--- src/rtl/instruction_fetch.sv ---
// Instruction-fetch stage: owns the program counter, issues instruction-memory
// requests over a ready handshake, and loads the IF/ID pipeline register while
// honouring stall, flush and branch/jump redirect from later stages.
module instruction_fetch #(
   parameter logic [31:0] RESET_PC  = 32'h0000_0000,
   parameter logic [31:0] NOP_INSTR = 32'h0000_0000
) (
   input  logic        clk,
   input  logic        reset,
   output logic [31:0] pc,
   input  logic [31:0] seq_pc,
   output logic [31:0] imem_addr,
   output logic        imem_req,
   input  logic        imem_ready,
   input  logic [31:0] imem_rdata,
   input  logic        stall,
   input  logic        flush,
   input  logic        redirect,
   input  logic [31:0] redirect_pc,
   output logic [31:0] if_id_instr,
   output logic [31:0] if_id_pc4,
   output logic        if_id_valid
);

   // IDLE: one quiet cycle after reset. FETCH: normal fetching.
   // DROP: an access is in flight whose word must be thrown away once it lands.
   typedef enum logic [1:0] {IDLE, FETCH, DROP} state_t;

   state_t      state;
   state_t      state_nxt;
   logic [31:0] pc_q;
   logic [31:0] pc_nxt;
   logic [31:0] pending_pc;
   logic [31:0] pending_nxt;
   logic        accept;

   assign pc        = pc_q;
   assign imem_addr = pc_q;

   // A fetched word is only kept when the handshake completes in FETCH and no
   // redirect makes it a wrong-path instruction.
   assign accept = (state == FETCH) && imem_req && imem_ready && !redirect;

   // Next-state, next-PC and request generation.
   always_comb begin
      state_nxt   = state;
      pc_nxt      = pc_q;
      pending_nxt = pending_pc;
      imem_req    = 1'b0;
      case (state)
         IDLE: begin
            state_nxt = FETCH;
         end
         FETCH: begin
            imem_req = !stall;
            if (redirect) begin
               // A request that cannot complete this cycle must still be
               // finished on the bus before the target can be fetched.
               if (!stall && !imem_ready) begin
                  pending_nxt = redirect_pc;
                  state_nxt   = DROP;
               end else begin
                  pc_nxt = redirect_pc;
               end
            end else if (!stall && imem_ready) begin
               pc_nxt = seq_pc;
            end
         end
         DROP: begin
            // The outstanding access is held regardless of stall so the
            // address stays stable until memory answers.
            imem_req = 1'b1;
            if (redirect) begin
               pending_nxt = redirect_pc;
            end
            if (imem_ready) begin
               pc_nxt    = redirect ? redirect_pc : pending_pc;
               state_nxt = FETCH;
            end
         end
         default: begin
            state_nxt = IDLE;
         end
      endcase
   end

   // State, PC and pending-target registers.
   always_ff @(posedge clk) begin
      if (reset) begin
         state      <= IDLE;
         pc_q       <= RESET_PC;
         pending_pc <= 32'h0000_0000;
      end else begin
         state      <= state_nxt;
         pc_q       <= pc_nxt;
         pending_pc <= pending_nxt;
      end
   end

   // IF/ID register: reset > flush > stall hold > accept > bubble.
   always_ff @(posedge clk) begin
      if (reset) begin
         if_id_instr <= NOP_INSTR;
         if_id_pc4   <= 32'h0000_0000;
         if_id_valid <= 1'b0;
      end else if (flush) begin
         if_id_instr <= NOP_INSTR;
         if_id_valid <= 1'b0;
      end else if (stall) begin
         if_id_instr <= if_id_instr;
         if_id_pc4   <= if_id_pc4;
         if_id_valid <= if_id_valid;
      end else if (accept) begin
         if_id_instr <= imem_rdata;
         if_id_pc4   <= seq_pc;
         if_id_valid <= 1'b1;
      end else begin
         if_id_valid <= 1'b0;
      end
   end

endmodule

--- config.mk ---
export PLATFORM = sky130hd
export DESIGN_NAME = instruction_fetch
export DESIGN_NICKNAME = d
export VERILOG_FILES = /design/src/rtl/instruction_fetch.sv
export SDC_FILE = /design/constraint.sdc
export NUM_CORES = 1
export LEC_CHECK = 0
export CAP_MARGIN = 10
export CORE_UTILIZATION = 45
export CTS_CLUSTER_SIZE = 12
export DETAILED_ROUTE_END_ITERATION = 16
export GPL_TIMING_DRIVEN = 0
export PLACE_DENSITY = 0.81
export SLEW_MARGIN = 20
export SYNTH_ARGS = -nofsm -noshare
export SYNTH_HDL_FRONTEND = slang
export SYNTH_SLANG_ARGS = --single-unit
--- constraint.sdc ---
create_clock -name clk -period 2.3 [get_ports clk]
set_input_delay 0.575 -clock clk [delete_from_list [all_inputs] [get_ports clk]]
set_output_delay 0.575 -clock clk [all_outputs]
set_load 0.005 [all_outputs]
==> run metrics <==
status complete, no violations; DRC viols 0; WHS Path Cells 2; skew final a little under 0.007 ns; syn nets 825; Crit. path cell count 5; Boundary Pins 232; Syn Area/Cell 8.805 um2; post-route ant nets 0; Max Cap Viol 0; Final Instance Count excl. Fillers roughly 1200; FF-to-FF Start state[1]; initial antenna violation count 0; Routability Congestion about 0.84; Worst path max stage delay ~0.6 ns; cell count of the worst reg-to-reg path 6; Layout Cell Area excl Fill roughly 0.0094 mm2; final setup fails 0; Slew Limit Fails 0; Hold WC Path Type register to register; Synth top area share 41.48%; Peak supply drop roughly 520 uV; Synth Instances approximately 700; ys flop type dfxtp_1; worst skew pair latency 0.42 ns; worst-margin pin slew approximately 0.66 ns; CP startpoint kind primary input; routed len/inst 17.26 um; WP buf/inv 2; dpl cells between 1000 and 1500; most instantiated cells after synthesis 131 x dfxtp_1, 100 x nand2_1, 67 x mux2i_1; post-synth cell types 28; DR pass1 iterations 5; initial core utilization between 40% and 50%; core area 0.01345 mm2; Site Rows 42; CTS buffer count 17; Peak Freq approximately 460 MHz; crit-path cells clkdlybuf4s50_1, nand4b_1, clkbuf_1, o31ai_1, a21oi_1; die height roughly 120 um; Detail Placement HPWL around 15 mm; initial DRC count between 500 and 600; # fillers approximately 1100; RSZ-0062 raised after global routing no; Layout area overhead 48.78%; cell accounting for the most synthesized area dfxtp_1; Die X roughly 120 um; crit share post-route between 90% and 100%; Req. time, crit path 2.58 ns; GRT Total Usage between 20 and 30%; Crit path max-delay family buffers and inverters; Max Root-Sink Buffers 2; PwrDens roughly 900 mW/mm2; Final Hold Fails 0; CTS tree yes; pin count of the biggest net entering global routing 17; CTS root buffer clkbuf_16; hold_sp pending_pc[20]; clock sinks 131; crit path capture type register; Ant. Diodes 0; cell with the most instances after synthesis dfxtp_1; Setup crit start stall; total gr overflow 0; number of enable flip-flop cells after synthesis 0; first-pass GRT wire length between 30 and 40 mm; fin crit period 2.174 ns; DP Area between 0.008 and 0.009 mm2; TNS Setup 0 ns; via count around 6200; Synth warnings 0; H-Tree Depth 4; sequential area share after synthesis ~41%; leakage power 3.415 nW; Synth Register Bits 131; port buffer count around 230; Nets approximately 1100; worst-path maximum fanout 10; slowest stage cell, crit path nand4b_1; Reg clk slew, reported paths around 0.050 ns; post-synthesis cell area around 0.0063 mm2; Async SR Flop Fraction 0%; share of post-route cells with drive strength above 1 about an eighth; top post-synthesis cells by area dfxtp_1 41%, mux2i_1 11%, nand2_1 5.9%, mux2_2 5.7%, a21oi_1 5.2%; Post-Route WL between 15 and 20 mm; Worst Setup Path Type primary input to register; vias in the first global route approximately 6100; vias per cell between 5 and 6; crit path DAT roughly 2.5 ns; die area 0.01453 mm2; Rel. slew slack ~56%
metrics by stage:
stage	power, mW	utilization [%]	hold slack [ns]	setup WS [ns]
detailed placement	5.749	65.67	0.4478	-0.3708
CTS	8.305	69.93	0.4564	0.01127
finish	8.271	69.92	0.4564	0.1263
global route	8.669	69.92	0.4722	0.0004694
global placement	5.690	65.67	0.4399	-0.3077
floorplan	4.365	-	0.4313	0.5474
cells in the final DEF, fill, tap and decap left out, types with 2 or more instances in the layout:
| cell | synthesis | layout |
|---|---|---|
| clkbuf_16 | 0 | 17 |
| o31ai_1 | 32 | 32 |
| nand3_1 | 32 | 32 |
| inv_1 | 6 | 6 |
| o21ai_0 | 32 | 32 |
| ha_1 | 5 | 5 |
| o211ai_1 | 32 | 32 |
| buf_4 | 32 | 33 |
| or3b_1 | 2 | 2 |
| nor2_1 | 3 | 3 |
| clkbuf_1 | 51 | 54 |
| clkinv_2 | 0 | 4 |
| buf_2 | 12 | 10 |
| nand4_1 | 32 | 32 |
| nand2b_1 | 33 | 33 |
| mux2i_1 | 67 | 67 |
| clkbuf_2 | 0 | 3 |
| clkdlybuf4s50_1 | 0 | 228 |
| mux2_2 | 32 | 32 |
| clkbuf_8 | 0 | 4 |
| buf_6 | 6 | 8 |
| nand2_1 | 100 | 100 |
| dfxtp_1 | 131 | 129 |
| buf_1 | 4 | 4 |
| a21oi_1 | 66 | 66 |
logic make-up (layout without fill, tap and decap cells):
| group | Yosys count | after routing | share of synthesized area, % |
|---|---|---|---|
| buf+inv | 112 | 373 | 9.499 |
| flops | 131 | 131 | 41.48 |
| mux | 99 | 99 | 16.31 |
| compound gates | 165 | 165 | 15.87 |
| simple gates | 206 | 206 | 15.85 |
| fa+ha+maj | 5 | 5 | 0.9895 |
tightest hold or removal path: stages, from the launching register on:
cell	delay (ns)
dfxtp_1	0.31
nand2_1	0.05
mux2i_1	0.05
cell type report:
type | instances | area (um2) | share of cell area, %
Inverter | 7 | 26.28 | 0.2793
Buffer | 105 | 589.3 | 6.265
Clock inverter | 5 | 50.05 | 0.5321
Timing Repair Buffer | 230 | 2295 | 24.39
Clock buffer | 26 | 499.2 | 5.307
Multi-Input combinational cell | 475 | 3099 | 32.95
Tap cell | 176 | 220.2 | 2.341
Sequential cell | 131 | 2628 | 27.93
layer usage:
metal	track usage [%]	vias to the layer above	share of wire, %
met2	45.94	271	48
met4	12.04	0	2.4
li1	-	3010	-
met3	7.972	38	8.8
met5	0	-	0
met1	33.87	2923	41
final timing paths:
check                        end  slack, ns
hold reg to reg   pending_pc[20]       0.46
hold / removal    pending_pc[20]       0.46
setup / recovery   if_id_pc4[13]       0.13
setup reg to reg   if_id_pc4[13]       0.19
power by group:
part | total (mW) | switching [mW] | internal (mW)
Clock | 2.53 | 0.945 | 1.59
Combinational | 2.93 | 1.13 | 1.80
Sequential | 2.81 | 0.223 | 2.59
Total | 8.27 | 2.29 | 5.98
timing repair:
item / CTS / global route
endpoints found under the setup margin: 1 / 17
buffers inserted: 1 / 0
gates resized for setup: 8 / 6
pin swaps: 0 / 0
hold buffers: 0 / 0
gates cloned: 0 / 0
state kept, by name (all words and copies together) (netlist names):
register	count
if_id_instr	32
if_id_pc4	32
imem_addr	32
pending_pc	32
state	2
if_id_valid	1
Note: power is estimated with default switching activity, not from simulation.
